### src/rtl/spi_tap_engine.sv
// Bus-side SPI tap: synchronizes the real SPI lines and deserializes both data lines.
// It hands each word pair to the MITM logic and splices the returned fake words into the next word.
module spi_tap_engine #(
  parameter int DATA_SIZE   = 8,
  parameter int SYNC_STAGES = 2
) (
  input  logic                 sys_clk,
  input  logic                 rst_n,
  input  logic                 bus_sclk_in,
  input  logic                 bus_cs_n_in,
  input  logic                 bus_mosi_in,
  input  logic                 bus_miso_in,
  output logic                 bus_mosi_out,
  output logic                 bus_miso_out,
  output logic                 eval,
  input  logic                 done_sig,
  output logic [DATA_SIZE-1:0] real_mosi_data,
  output logic [DATA_SIZE-1:0] real_miso_data,
  input  logic [DATA_SIZE-1:0] fake_mosi_data,
  input  logic [DATA_SIZE-1:0] fake_miso_data,
  input  logic                 fake_mosi_select,
  input  logic                 fake_miso_select,
  output logic                 overrun_err
);

  // Handshake FSM
  //   state   | meaning
  //   ST_IDLE | no request outstanding; waits for an eval pulse
  //   ST_ACK  | request issued; waits for done_sig to drop
  //   ST_BUSY | logic working; waits for done_sig to rise, then latches the result

  localparam int               CNT_W    = (DATA_SIZE > 1) ? $clog2(DATA_SIZE) : 1;
  localparam logic [CNT_W-1:0] LAST_BIT = CNT_W'(DATA_SIZE - 1);

  typedef enum logic [1:0] {
    ST_IDLE,
    ST_ACK,
    ST_BUSY
  } hs_state_e;

  logic [SYNC_STAGES-1:0] sclk_sync_q;
  logic [SYNC_STAGES-1:0] cs_sync_q;
  logic [SYNC_STAGES-1:0] mosi_sync_q;
  logic [SYNC_STAGES-1:0] miso_sync_q;
  logic                   sclk_prev_q;
  logic                   cs_prev_q;

  logic sclk_s, cs_s, mosi_s, miso_s;
  logic sclk_rise, sclk_fall, cs_rise, cs_fall, boundary;

  logic [CNT_W-1:0]     bit_cnt_q, bit_cnt_d;
  logic [DATA_SIZE-1:0] rx_mosi_q, rx_mosi_d;
  logic [DATA_SIZE-1:0] rx_miso_q, rx_miso_d;
  logic [DATA_SIZE-1:0] real_mosi_q, real_mosi_d;
  logic [DATA_SIZE-1:0] real_miso_q, real_miso_d;
  logic [DATA_SIZE-1:0] tx_mosi_q, tx_mosi_d;
  logic [DATA_SIZE-1:0] tx_miso_q, tx_miso_d;
  logic                 sel_mosi_q, sel_mosi_d;
  logic                 sel_miso_q, sel_miso_d;
  logic                 eval_q, eval_d;
  logic                 word_done_q, word_done_d;

  hs_state_e            state_q;
  logic [DATA_SIZE-1:0] pend_mosi_q;
  logic [DATA_SIZE-1:0] pend_miso_q;
  logic                 pend_sel_mosi_q;
  logic                 pend_sel_miso_q;
  logic                 pend_valid_q;
  logic                 stale_q;
  logic                 overrun_q;

  always_ff @(posedge sys_clk or negedge rst_n) begin
    if (!rst_n) begin
      sclk_sync_q <= '0;
      cs_sync_q   <= '1;
      mosi_sync_q <= '0;
      miso_sync_q <= '0;
      sclk_prev_q <= 1'b0;
      cs_prev_q   <= 1'b1;
    end else begin
      sclk_sync_q <= {sclk_sync_q[SYNC_STAGES-2:0], bus_sclk_in};
      cs_sync_q   <= {cs_sync_q[SYNC_STAGES-2:0], bus_cs_n_in};
      mosi_sync_q <= {mosi_sync_q[SYNC_STAGES-2:0], bus_mosi_in};
      miso_sync_q <= {miso_sync_q[SYNC_STAGES-2:0], bus_miso_in};
      sclk_prev_q <= sclk_sync_q[SYNC_STAGES-1];
      cs_prev_q   <= cs_sync_q[SYNC_STAGES-1];
    end
  end

  assign sclk_s = sclk_sync_q[SYNC_STAGES-1];
  assign cs_s   = cs_sync_q[SYNC_STAGES-1];
  assign mosi_s = mosi_sync_q[SYNC_STAGES-1];
  assign miso_s = miso_sync_q[SYNC_STAGES-1];

  // SCLK activity only counts while the synchronized chip select is low.
  assign sclk_rise = sclk_s & ~sclk_prev_q & ~cs_s;
  assign sclk_fall = ~sclk_s & sclk_prev_q & ~cs_s;
  assign cs_rise   = cs_s & ~cs_prev_q;
  assign cs_fall   = ~cs_s & cs_prev_q;
  assign boundary  = sclk_fall & word_done_q;

  always_comb begin
    bit_cnt_d   = bit_cnt_q;
    rx_mosi_d   = rx_mosi_q;
    rx_miso_d   = rx_miso_q;
    real_mosi_d = real_mosi_q;
    real_miso_d = real_miso_q;
    tx_mosi_d   = tx_mosi_q;
    tx_miso_d   = tx_miso_q;
    sel_mosi_d  = sel_mosi_q;
    sel_miso_d  = sel_miso_q;
    eval_d      = 1'b0;
    word_done_d = word_done_q;

    if (cs_rise) begin
      bit_cnt_d   = '0;
      rx_mosi_d   = '0;
      rx_miso_d   = '0;
      sel_mosi_d  = 1'b0;
      sel_miso_d  = 1'b0;
      word_done_d = 1'b0;
    end else begin
      if (cs_fall) begin
        sel_mosi_d  = 1'b0;
        sel_miso_d  = 1'b0;
        word_done_d = 1'b0;
      end

      if (sclk_rise) begin
        rx_mosi_d = {rx_mosi_q[DATA_SIZE-2:0], mosi_s};
        rx_miso_d = {rx_miso_q[DATA_SIZE-2:0], miso_s};
        if (bit_cnt_q == LAST_BIT) begin
          real_mosi_d = rx_mosi_d;
          real_miso_d = rx_miso_d;
          eval_d      = 1'b1;
          bit_cnt_d   = '0;
          word_done_d = 1'b1;
        end else begin
          bit_cnt_d = bit_cnt_q + 1'b1;
        end
      end

      // The fall after a completed word is where the next word's MSB goes out.
      if (sclk_fall) begin
        if (word_done_q) begin
          word_done_d = 1'b0;
          if (pend_valid_q) begin
            tx_mosi_d  = pend_mosi_q;
            tx_miso_d  = pend_miso_q;
            sel_mosi_d = pend_sel_mosi_q;
            sel_miso_d = pend_sel_miso_q;
          end else begin
            sel_mosi_d = 1'b0;
            sel_miso_d = 1'b0;
          end
        end else begin
          tx_mosi_d = {tx_mosi_q[DATA_SIZE-2:0], 1'b0};
          tx_miso_d = {tx_miso_q[DATA_SIZE-2:0], 1'b0};
        end
      end
    end
  end

  always_ff @(posedge sys_clk or negedge rst_n) begin
    if (!rst_n) begin
      bit_cnt_q   <= '0;
      rx_mosi_q   <= '0;
      rx_miso_q   <= '0;
      real_mosi_q <= '0;
      real_miso_q <= '0;
      tx_mosi_q   <= '0;
      tx_miso_q   <= '0;
      sel_mosi_q  <= 1'b0;
      sel_miso_q  <= 1'b0;
      eval_q      <= 1'b0;
      word_done_q <= 1'b0;
    end else begin
      bit_cnt_q   <= bit_cnt_d;
      rx_mosi_q   <= rx_mosi_d;
      rx_miso_q   <= rx_miso_d;
      real_mosi_q <= real_mosi_d;
      real_miso_q <= real_miso_d;
      tx_mosi_q   <= tx_mosi_d;
      tx_miso_q   <= tx_miso_d;
      sel_mosi_q  <= sel_mosi_d;
      sel_miso_q  <= sel_miso_d;
      eval_q      <= eval_d;
      word_done_q <= word_done_d;
    end
  end

  // stale_q marks a handshake whose result must be thrown away (CS_N ended or boundary missed).
  always_ff @(posedge sys_clk or negedge rst_n) begin
    if (!rst_n) begin
      state_q         <= ST_IDLE;
      pend_mosi_q     <= '0;
      pend_miso_q     <= '0;
      pend_sel_mosi_q <= 1'b0;
      pend_sel_miso_q <= 1'b0;
      pend_valid_q    <= 1'b0;
      stale_q         <= 1'b0;
      overrun_q       <= 1'b0;
    end else begin
      case (state_q)
        ST_IDLE: begin
          if (eval_q) begin
            state_q <= ST_ACK;
            stale_q <= 1'b0;
          end
        end
        ST_ACK: begin
          if (!done_sig) state_q <= ST_BUSY;
        end
        ST_BUSY: begin
          if (done_sig) begin
            state_q <= ST_IDLE;
            if (!stale_q) begin
              pend_mosi_q     <= fake_mosi_data;
              pend_miso_q     <= fake_miso_data;
              pend_sel_mosi_q <= fake_mosi_select;
              pend_sel_miso_q <= fake_miso_select;
              pend_valid_q    <= 1'b1;
            end
          end
        end
        default: state_q <= ST_IDLE;
      endcase

      if (boundary) begin
        pend_valid_q <= 1'b0;
        if (!pend_valid_q && (state_q != ST_IDLE)) begin
          overrun_q <= 1'b1;
          stale_q   <= 1'b1;
        end
      end

      if (cs_rise) begin
        pend_valid_q <= 1'b0;
        if ((state_q != ST_IDLE) || eval_q) stale_q <= 1'b1;
      end
    end
  end

  // Forwarded bits bypass every flop so an unmodified word sees no added delay.
  assign bus_mosi_out   = sel_mosi_q ? tx_mosi_q[DATA_SIZE-1] : bus_mosi_in;
  assign bus_miso_out   = sel_miso_q ? tx_miso_q[DATA_SIZE-1] : bus_miso_in;
  assign eval           = eval_q;
  assign real_mosi_data = real_mosi_q;
  assign real_miso_data = real_miso_q;
  assign overrun_err    = overrun_q;

endmodule

### config.mk
export PLATFORM = sky130hd
export DESIGN_NAME = spi_tap_engine
export DESIGN_NICKNAME = d
export VERILOG_FILES = /design/src/rtl/spi_tap_engine.sv
export SDC_FILE = /design/constraint.sdc
export NUM_CORES = 1
export LEC_CHECK = 0
export BUFFER_PORTS_ARGS = -buffer_cell sky130_fd_sc_hd__buf_2
export CAP_MARGIN = 10
export CORE_UTILIZATION = 59
export CTS_BUF_LIST = sky130_fd_sc_hd__clkbuf_8
export DETAILED_ROUTE_END_ITERATION = 10
export GPL_TIMING_DRIVEN = 0
export PLACE_DENSITY = 0.9
export SLEW_MARGIN = 10
export SYNTH_ARGS = -nofsm -noshare
export SYNTH_HDL_FRONTEND = slang
export SYNTH_SLANG_ARGS = --single-unit
### constraint.sdc
create_clock -name sys_clk -period 1.8 [get_ports sys_clk]
set_input_delay 0.27 -clock sys_clk [delete_from_list [all_inputs] [get_ports sys_clk]]
set_output_delay 0.27 -clock sys_clk [all_outputs]
set_load 0.1 [all_outputs]
==> impl_metrics.env, run 1 <==
export IMPL_clockRootBuffer="clkbuf_8"
export IMPL_antenna_found_initial=0
export IMPL_end_kind="flip-flop"
export IMPL_via_per_inst=5.628
export IMPL_antenna_cells=0
export IMPL_clockPowerShare_pct=34.7
export IMPL_place_inst=394
export IMPL_hold_class="in2reg"
export IMPL_crit_fanout=10
export IMPL_syn_area_um2=3462
export IMPL_placementRows=27
export IMPL_p_comb_share_pct=5.7
export IMPL_syn_nets=304
export IMPL_max_freq_mhz=586.9
export IMPL_stdcell_count=414
export IMPL_ant_nets=0
export IMPL_clk_insertion_delay_late_ns=0.35
export IMPL_outcome="finished clean"
export IMPL_fin_crit_sh_pct=94.66
export IMPL_hold_violations=0
export IMPL_fin_nets=364
export IMPL_period_minus_slack_ns=1.704
export IMPL_rsz0062_at_grt="false"
export IMPL_clock_sinks=86
export IMPL_crit_path_start="bit_cnt_q[0]$_DFFE_PN0P_"
export IMPL_worstHoldStart="bus_sclk_in"
export IMPL_yosysWarningCount=0
export IMPL_syn_avg_cell_area_um2=12.50
export IMPL_overflow=0
export IMPL_grt_pass1_vias=2330
export IMPL_grt_pass1_wl_mm=10.97
export IMPL_layout_drive_gt1_share_pct=31.29
export IMPL_drtPass1Iterations=5
export IMPL_cts_buffer_depth=2
export IMPL_p_seq_share_pct=59.6
export IMPL_routed_wl_mm=6.416
export IMPL_sw_frac_of_total_pct=22.97
export IMPL_initial_core_util_pct=62.11
export IMPL_area_delta_synth_final_pct=16.26
export IMPL_die_x_um=78.60
export IMPL_tightest_slew_ns=0.4812
export IMPL_max_slew_margin_rel_pct=67.92
export IMPL_synth_top_area_share_pct=59.99
export IMPL_vias=2330
export IMPL_port_buffers=44
export IMPL_required_ns=2.03
export IMPL_place_hpwl_mm=4.586
export IMPL_remaining_drc_errors=0
export IMPL_die_y_um=78.60
export IMPL_report_final_slew_viol_count=0
export IMPL_p_sw_w=0.0007862
export IMPL_place_congestion=0.7601
export IMPL_finClkSkew_ns=0.01114
export IMPL_grt_max_degree=51
export IMPL_yosys_top_cells_area="dfrtp_1, mux2_2, mux2i_1"
export IMPL_p_int_w=0.002636
export IMPL_cts_buffers=9
export IMPL_path_clk_slew_ns=0.08
export IMPL_core_um2=5574
export IMPL_ys_types=36
export IMPL_ios=45
export IMPL_place_area_um2=3802
export IMPL_worst_ep_arrival_time_ns=1.93
export IMPL_setup_viol=0
export IMPL_crit_type="reg2reg"
export IMPL_r2r_start="bit_cnt_q[0]$_DFFE_PN0P_"
export IMPL_drt_initial_drc_count=113
export IMPL_peakVddDrop_v=0.0005744
export IMPL_netlist_instances=277
export IMPL_finalInstanceArea_um2=4025
export IMPL_cap_violations=0
export IMPL_routedWlPerCell_um=15.50
export IMPL_p_per_area_nw_per_um2=850.2
export IMPL_die_area_um2=6178
export IMPL_grt_usage_pct=23.52
export IMPL_cts_tree="done"
export IMPL_synth_top_cell_by_area="dfrtp_1"
export IMPL_h_tree_depth=3
export IMPL_ys_seq_area_share_pct=62.27
export IMPL_cp_start_kind="flip-flop"
export IMPL_power_leakage_nw=2.016
export IMPL_ys_ff_latch=86
==> path summary, 6_finish.rpt <==
check | to | slack [ns] | depth (start not counted)
worst max-delay path | real_mosi_data[5]$_DFFE_PN0P_ | 0.1 | 6
worst min-delay path | sclk_sync_q[0]$_DFF_PN0_ | 0.03 | 1
worst max register to register | real_mosi_data[5]$_DFFE_PN0P_ | 0.1 | 6
worst min register to register | sclk_sync_q[1]$_DFF_PN0_ | 0.34 | 0
max in group asynchronous | cs_sync_q[1]$_DFF_PN1_ | 0.73 | 3
min in group asynchronous | real_miso_data[6]$_DFFE_PN0P_ | 0.42 | 2
==> worst max-delay path, cell delays in order, from the launching register on <==
cell and delay, ns:
dfrtp_1 0.41, ha_1 0.21, ha_1 0.21, and2_1 0.15, buf_6 0.14, buf_8 0.15, mux2_1 0.32
==> Yosys cell counts <==
library cell,number
and3b_1,1
nor2_1,5
buf_4,1
o31ai_1,1
clkbuf_2,1
or3b_2,1
xnor2_1,1
mux2i_1,16
a21oi_1,3
buf_6,2
o21ai_1,2
a31oi_1,1
nand2_1,39
buf_8,1
clkbuf_1,6
nor3b_1,1
and4bb_2,1
a211oi_1,2
nor3b_4,1
o21bai_1,1
nand2b_1,4
or3b_1,1
dfstp_2,3
dfrtp_1,83
buf_2,6
mux2_2,27
mux2_1,9
o21ai_0,28
a22oi_1,1
nand3_1,19
inv_1,1
ha_1,2
nand4_1,2
nor4bb_1,1
nor2b_1,2
and2_1,1
==> timing repair <==
action,in CTS,in global routing
hold buffers,1,1
setup buffers,1,1
endpoints found under the hold margin,36,1
resized for setup,1,4
pin swaps,1,0
endpoints found under the setup margin,13,17
==> power by group through the flow <==
stage | combinational, W | clock [W] | sequential (W)
floorplan | 0.000101 | 0 | 0.00206
global placement | 0.000178 | 0 | 0.00207
detailed placement | 0.000193 | 0 | 0.00208
CTS | 0.000197 | 0.00121 | 0.00204
global route | 0.000217 | 0.00128 | 0.00205
finish | 0.000195 | 0.00119 | 0.00204
==> cell families (layout without fill, tap and decap cells) <==
group / after synthesis / count (layout) / synth area share (%)
flops: 86 / 86 / 62.27
mux: 52 / 52 / 16.34
compound gates: 39 / 39 / 6.035
buf+inv: 18 / 83 / 3.072
fa+ha+maj: 2 / 2 / 0.7227
simple gates: 79 / 79 / 11.31
xor+xnor: 1 / 1 / 0.2530
==> state kept, by name, summed over array words and instances (netlist names), 7 cells and up <==
| signal | flops |
|---|---|
| tx_mosi_q | 8 |
| rx_miso_q | 7 |
| pend_miso_q | 8 |
| real_miso_data | 8 |
| rx_mosi_q | 7 |
| tx_miso_q | 8 |
| real_mosi_data | 8 |
| pend_mosi_q | 8 |
==> per-stage QoR <==
stage               utilization [%]  hold WS, ns    TNS, ns  power, W  setup WS [ns]
floorplan                         -     -0.02559          0  0.002163         0.1983
global placement              67.68       0.3344     -14.69  0.002248        -0.1819
detailed placement            68.22       0.2640  -0.003895  0.002268      -0.003895
CTS                           71.67      0.01015          0  0.003444        0.04543
global route                  72.21      0.01013          0  0.003547        0.02401
finish                        72.21      0.03132          0  0.003422        0.09607
==> layout make-up <==
type / instances / area (um2)
multi-input combinational: 173 / 1211
buffer: 17 / 105.1
clock inverter: 5 / 21.27
clock buffer: 11 / 151.4
inverter: 1 / 3.754
fill: 398 / 1549
tap: 72 / 90.09
timing repair buffer: 49 / 285.3
sequential: 86 / 2157
==> cells in the final DEF (no fill, tap or decap), drive strengths merged, types with 2 or more instances in the layout <==
cell type	synthesis	final
nor2b	2	2
nand3	19	19
clkinv	0	2
a211oi	2	2
ha	2	2
or3b	2	2
mux2	36	36
dlygate4sd3	0	2
a21oi	3	3
nor3b	2	2
mux2i	16	16
nand2	39	39
clkbuf	7	18
buf	10	57
nand2b	4	4
dfstp	3	3
inv	1	4
nand4	2	2
nor2	5	5
o21ai	30	30
dfrtp	83	83
==> routing by layer <==
layer  vias up  part of all wire (%)  track usage, %
met4         0                   1.5           10.74
met2        72                    51           40.17
li1       1082                     -               -
met1      1168                    43           29.51
met3         8                   4.6           3.605
met5         -                     0               0
Power figures use the tool's default switching activity.
==> run 2: changes to the inputs <==
- ABC_AREA: unset -> 1
==> run 2 against run 1 <==
  * Sequential share of layout area shrank 1.2 points
  * Register-to-register slack gained 0.08 ns
  * Largest power group unchanged
  * Largest cell class unchanged
  * Worst setup slack gained 0.036 ns
  * Design area grew 2.3%
==> impl_metrics.env, run 2 <==
export IMPL_worst_slack_ns=0.1324
export IMPL_hold_class="in2reg"
export IMPL_synth_top_family_by_area="simple AND/OR/NAND/NOR gates"
export IMPL_clockRootBuffer="clkbuf_8"
export IMPL_p_comb_share_pct=7.1
export IMPL_layout_commonest_cell="nand2_1"
export IMPL_period_minus_slack_ns=1.668
export IMPL_cts_tree="done"
export IMPL_grt_pass1_vias=2641
export IMPL_area_delta_synth_final_pct=17.00
export IMPL_synth_compound_area_share_pct=9.957
export IMPL_stdcell_count=521
export IMPL_syn_nets=413
export IMPL_setup_viol=0
export IMPL_r2r_end="real_miso_data[7]$_DFFE_PN0P_"
export IMPL_drtPass1Iterations=4
export IMPL_synthSimpleGateAreaFrac_pct=19.88
export IMPL_p_int_w=0.002933
export IMPL_p_per_area_nw_per_um2=937.2
export IMPL_clk_insertion_delay_late_ns=0.36
export IMPL_worst_ep_arrival_time_ns=1.40
export IMPL_peakVddDrop_v=0.0006101
export IMPL_grt_usage_pct=24.57
export IMPL_finClkSkew_ns=0.01325
export IMPL_max_freq_mhz=599.7
export IMPL_rrSetupSlack_ns=0.18
export IMPL_syn_avg_cell_area_um2=9.115
export IMPL_yosysWarningCount=0
export IMPL_hold_end="sclk_sync_q[0]$_DFF_PN0_"
export IMPL_antenna_found_initial=0
export IMPL_rsz0062_at_grt="false"
export IMPL_synth_top_cell_by_area="dfrtp_1"
export IMPL_hold_buffers=2
export IMPL_yosys_top_cells_area="dfrtp_1, nand2_1, o21ai_0"
export IMPL_crit_fanout=3
export IMPL_r2r_start="bit_cnt_q[0]$_DFFE_PN0P_"
export IMPL_synth_main_ff_cell="dfrtp_1"
export IMPL_fin_nets=471
export IMPL_clock_sinks=86
export IMPL_die_area_um2=6276
export IMPL_hold_violations=0
export IMPL_routed_wl_mm=6.590
export IMPL_synthAdderAreaFrac_pct=0.7112
export IMPL_die_y_um=79.22
export IMPL_placementRows=27
export IMPL_ys_types=24
export IMPL_crit_type="reg2out"
export IMPL_async_flop_share_pct=100.0
export IMPL_ys_seq_area_share_pct=61.27
export IMPL_synth_xor_area_share_pct=0
export IMPL_ff2ff_path_depth=6
export IMPL_remaining_drc_errors=0
export IMPL_holdPathStages=1
export IMPL_clockPowerShare_pct=39.5
export IMPL_overflow=0
export IMPL_dp_worst_setup_slack_ns=0.2208
export IMPL_port_buffers=44
export IMPL_synth_top_area_share_pct=59.03
export IMPL_cp_start_kind="flip-flop"
export IMPL_place_congestion=0.7987
export IMPL_core_um2=5642
export IMPL_drt_initial_drc_count=100
export IMPL_place_inst=503
export IMPL_mostFrequentLayoutCells="nand2_1, dfrtp_1, buf_2"
export IMPL_syn_area_um2=3518
export IMPL_report_final_slew_viol_count=0
export IMPL_grt_max_degree=63
export IMPL_place_hpwl_mm=4.561
export IMPL_cts_buffers=9
export IMPL_ant_nets=0
export IMPL_synth_most_common_cell="nand2_1"
export IMPL_sw_frac_of_total_pct=23.98
export IMPL_synth_common_cells="nand2_1, dfrtp_1, inv_1"
export IMPL_netlist_instances=386
export IMPL_synthMuxAreaShare_pct=0
export IMPL_required_ns=1.53
export IMPL_routedWlPerCell_um=12.65
export IMPL_worstHoldStart="bus_sclk_in"
export IMPL_tightest_slew_ns=0.4931
export IMPL_vias=2690
export IMPL_layout_drive_gt1_share_pct=20.49
export IMPL_antenna_cells=0
export IMPL_synth_edf_count=0
export IMPL_via_per_inst=5.163
export IMPL_p_seq_share_pct=53.4
export IMPL_p_sw_w=0.0009250
export IMPL_power_leakage_nw=2.215
export IMPL_cts_setup_buffers=0
export IMPL_ios=45
export IMPL_cap_violations=0
export IMPL_initial_core_util_pct=62.36
export IMPL_p_total_w=0.003858
export IMPL_fin_crit_sh_pct=92.65
export IMPL_end_kind="output port"
export IMPL_cts_resized=0
export IMPL_outcome="finished clean"
export IMPL_cts_buffer_depth=2
export IMPL_max_slew_margin_rel_pct=67.36
export IMPL_h_tree_depth=3
export IMPL_ys_ff_latch=86
export IMPL_die_x_um=79.22
export IMPL_path_clk_slew_ns=0.08
export IMPL_grt_pass1_wl_mm=11.56
## run 2: worst max path at each step
stage,startpoint,endpoint
2_1_floorplan,tx_miso_q[7]$_DFFE_PN0P_,bus_miso_out
3_3_place_gp,rst_n,pend_mosi_q[3]$_DFFE_PN0P_
3_5_place_dp,bit_cnt_q[0]$_DFFE_PN0P_,real_miso_data[7]$_DFFE_PN0P_
4_1_cts,sel_miso_q$_DFF_PN0_,bus_miso_out
5_1_grt,sel_mosi_q$_DFF_PN0_,bus_mosi_out
6_report,sel_miso_q$_DFF_PN0_,bus_miso_out
## run 2: critical path, stage by stage, from the launching register on
cell and delay (ns):
dfrtp_1 0.37, inv_1 0.10, nand2_1 0.07, o21ai_2 0.06, buf_2 0.44
## run 2: cells by family (layout without fill, tap and decap cells)
group                      count (synthesis)  count (layout)
and+or+nand+nor                          171             171
AOI/OAI and AO/OA                         67              67
DFF                                       86              86
buffers and inverters                     60             123
adders and majority gates                  2               2
## run 2: cell type report
type                            instances  area [um2]
Fill cell                             394        1525
Clock inverter                          6       92.59
Timing Repair Buffer                   47       270.3
Buffer                                 16       120.1
Sequential cell                        86        2156
Tap cell                               72       90.09
Clock buffer                           10       137.6
Multi-Input combinational cell        240        1082
Inverter                               44       167.7
## run 2: layer usage
metal / share of wire, % / vias up / routed length [um] / global-route usage [%]
li1: - / 1331 / - / -
met1: 43 / 1287 / 2828 / 29.21
met2: 52 / 64 / 3426 / 42.50
met3: 3.9 / 8 / 255 / 5.862
met4: 1.2 / 0 / 80 / 10.55
met5: 0 / - / 0 / 0
## run 2: through the flow
step	TNS, ns	utilization (%)	hold slack, ns	instance area, um2
6_report	0	72.97	0.01869	4116
5_1_grt	0	72.97	0.003262	4116
4_1_cts	0	72.97	0.009128	4116
3_5_place_dp	0	68.53	0.1985	3866
3_3_place_gp	-11.38	68.00	0.3335	3836
2_1_floorplan	0	-	-0.02559	3526
## run 2: power by group through the flow
stage                     combinational (W)  clock, W  sequential, W
final                              0.000273   0.00152        0.00206
after global placement             0.000249         0        0.00209
after floorplan                    0.000147         0        0.00210
after global routing               0.000311   0.00163        0.00207
after CTS                          0.000279   0.00155        0.00206
after detailed placement           0.000274         0        0.00210
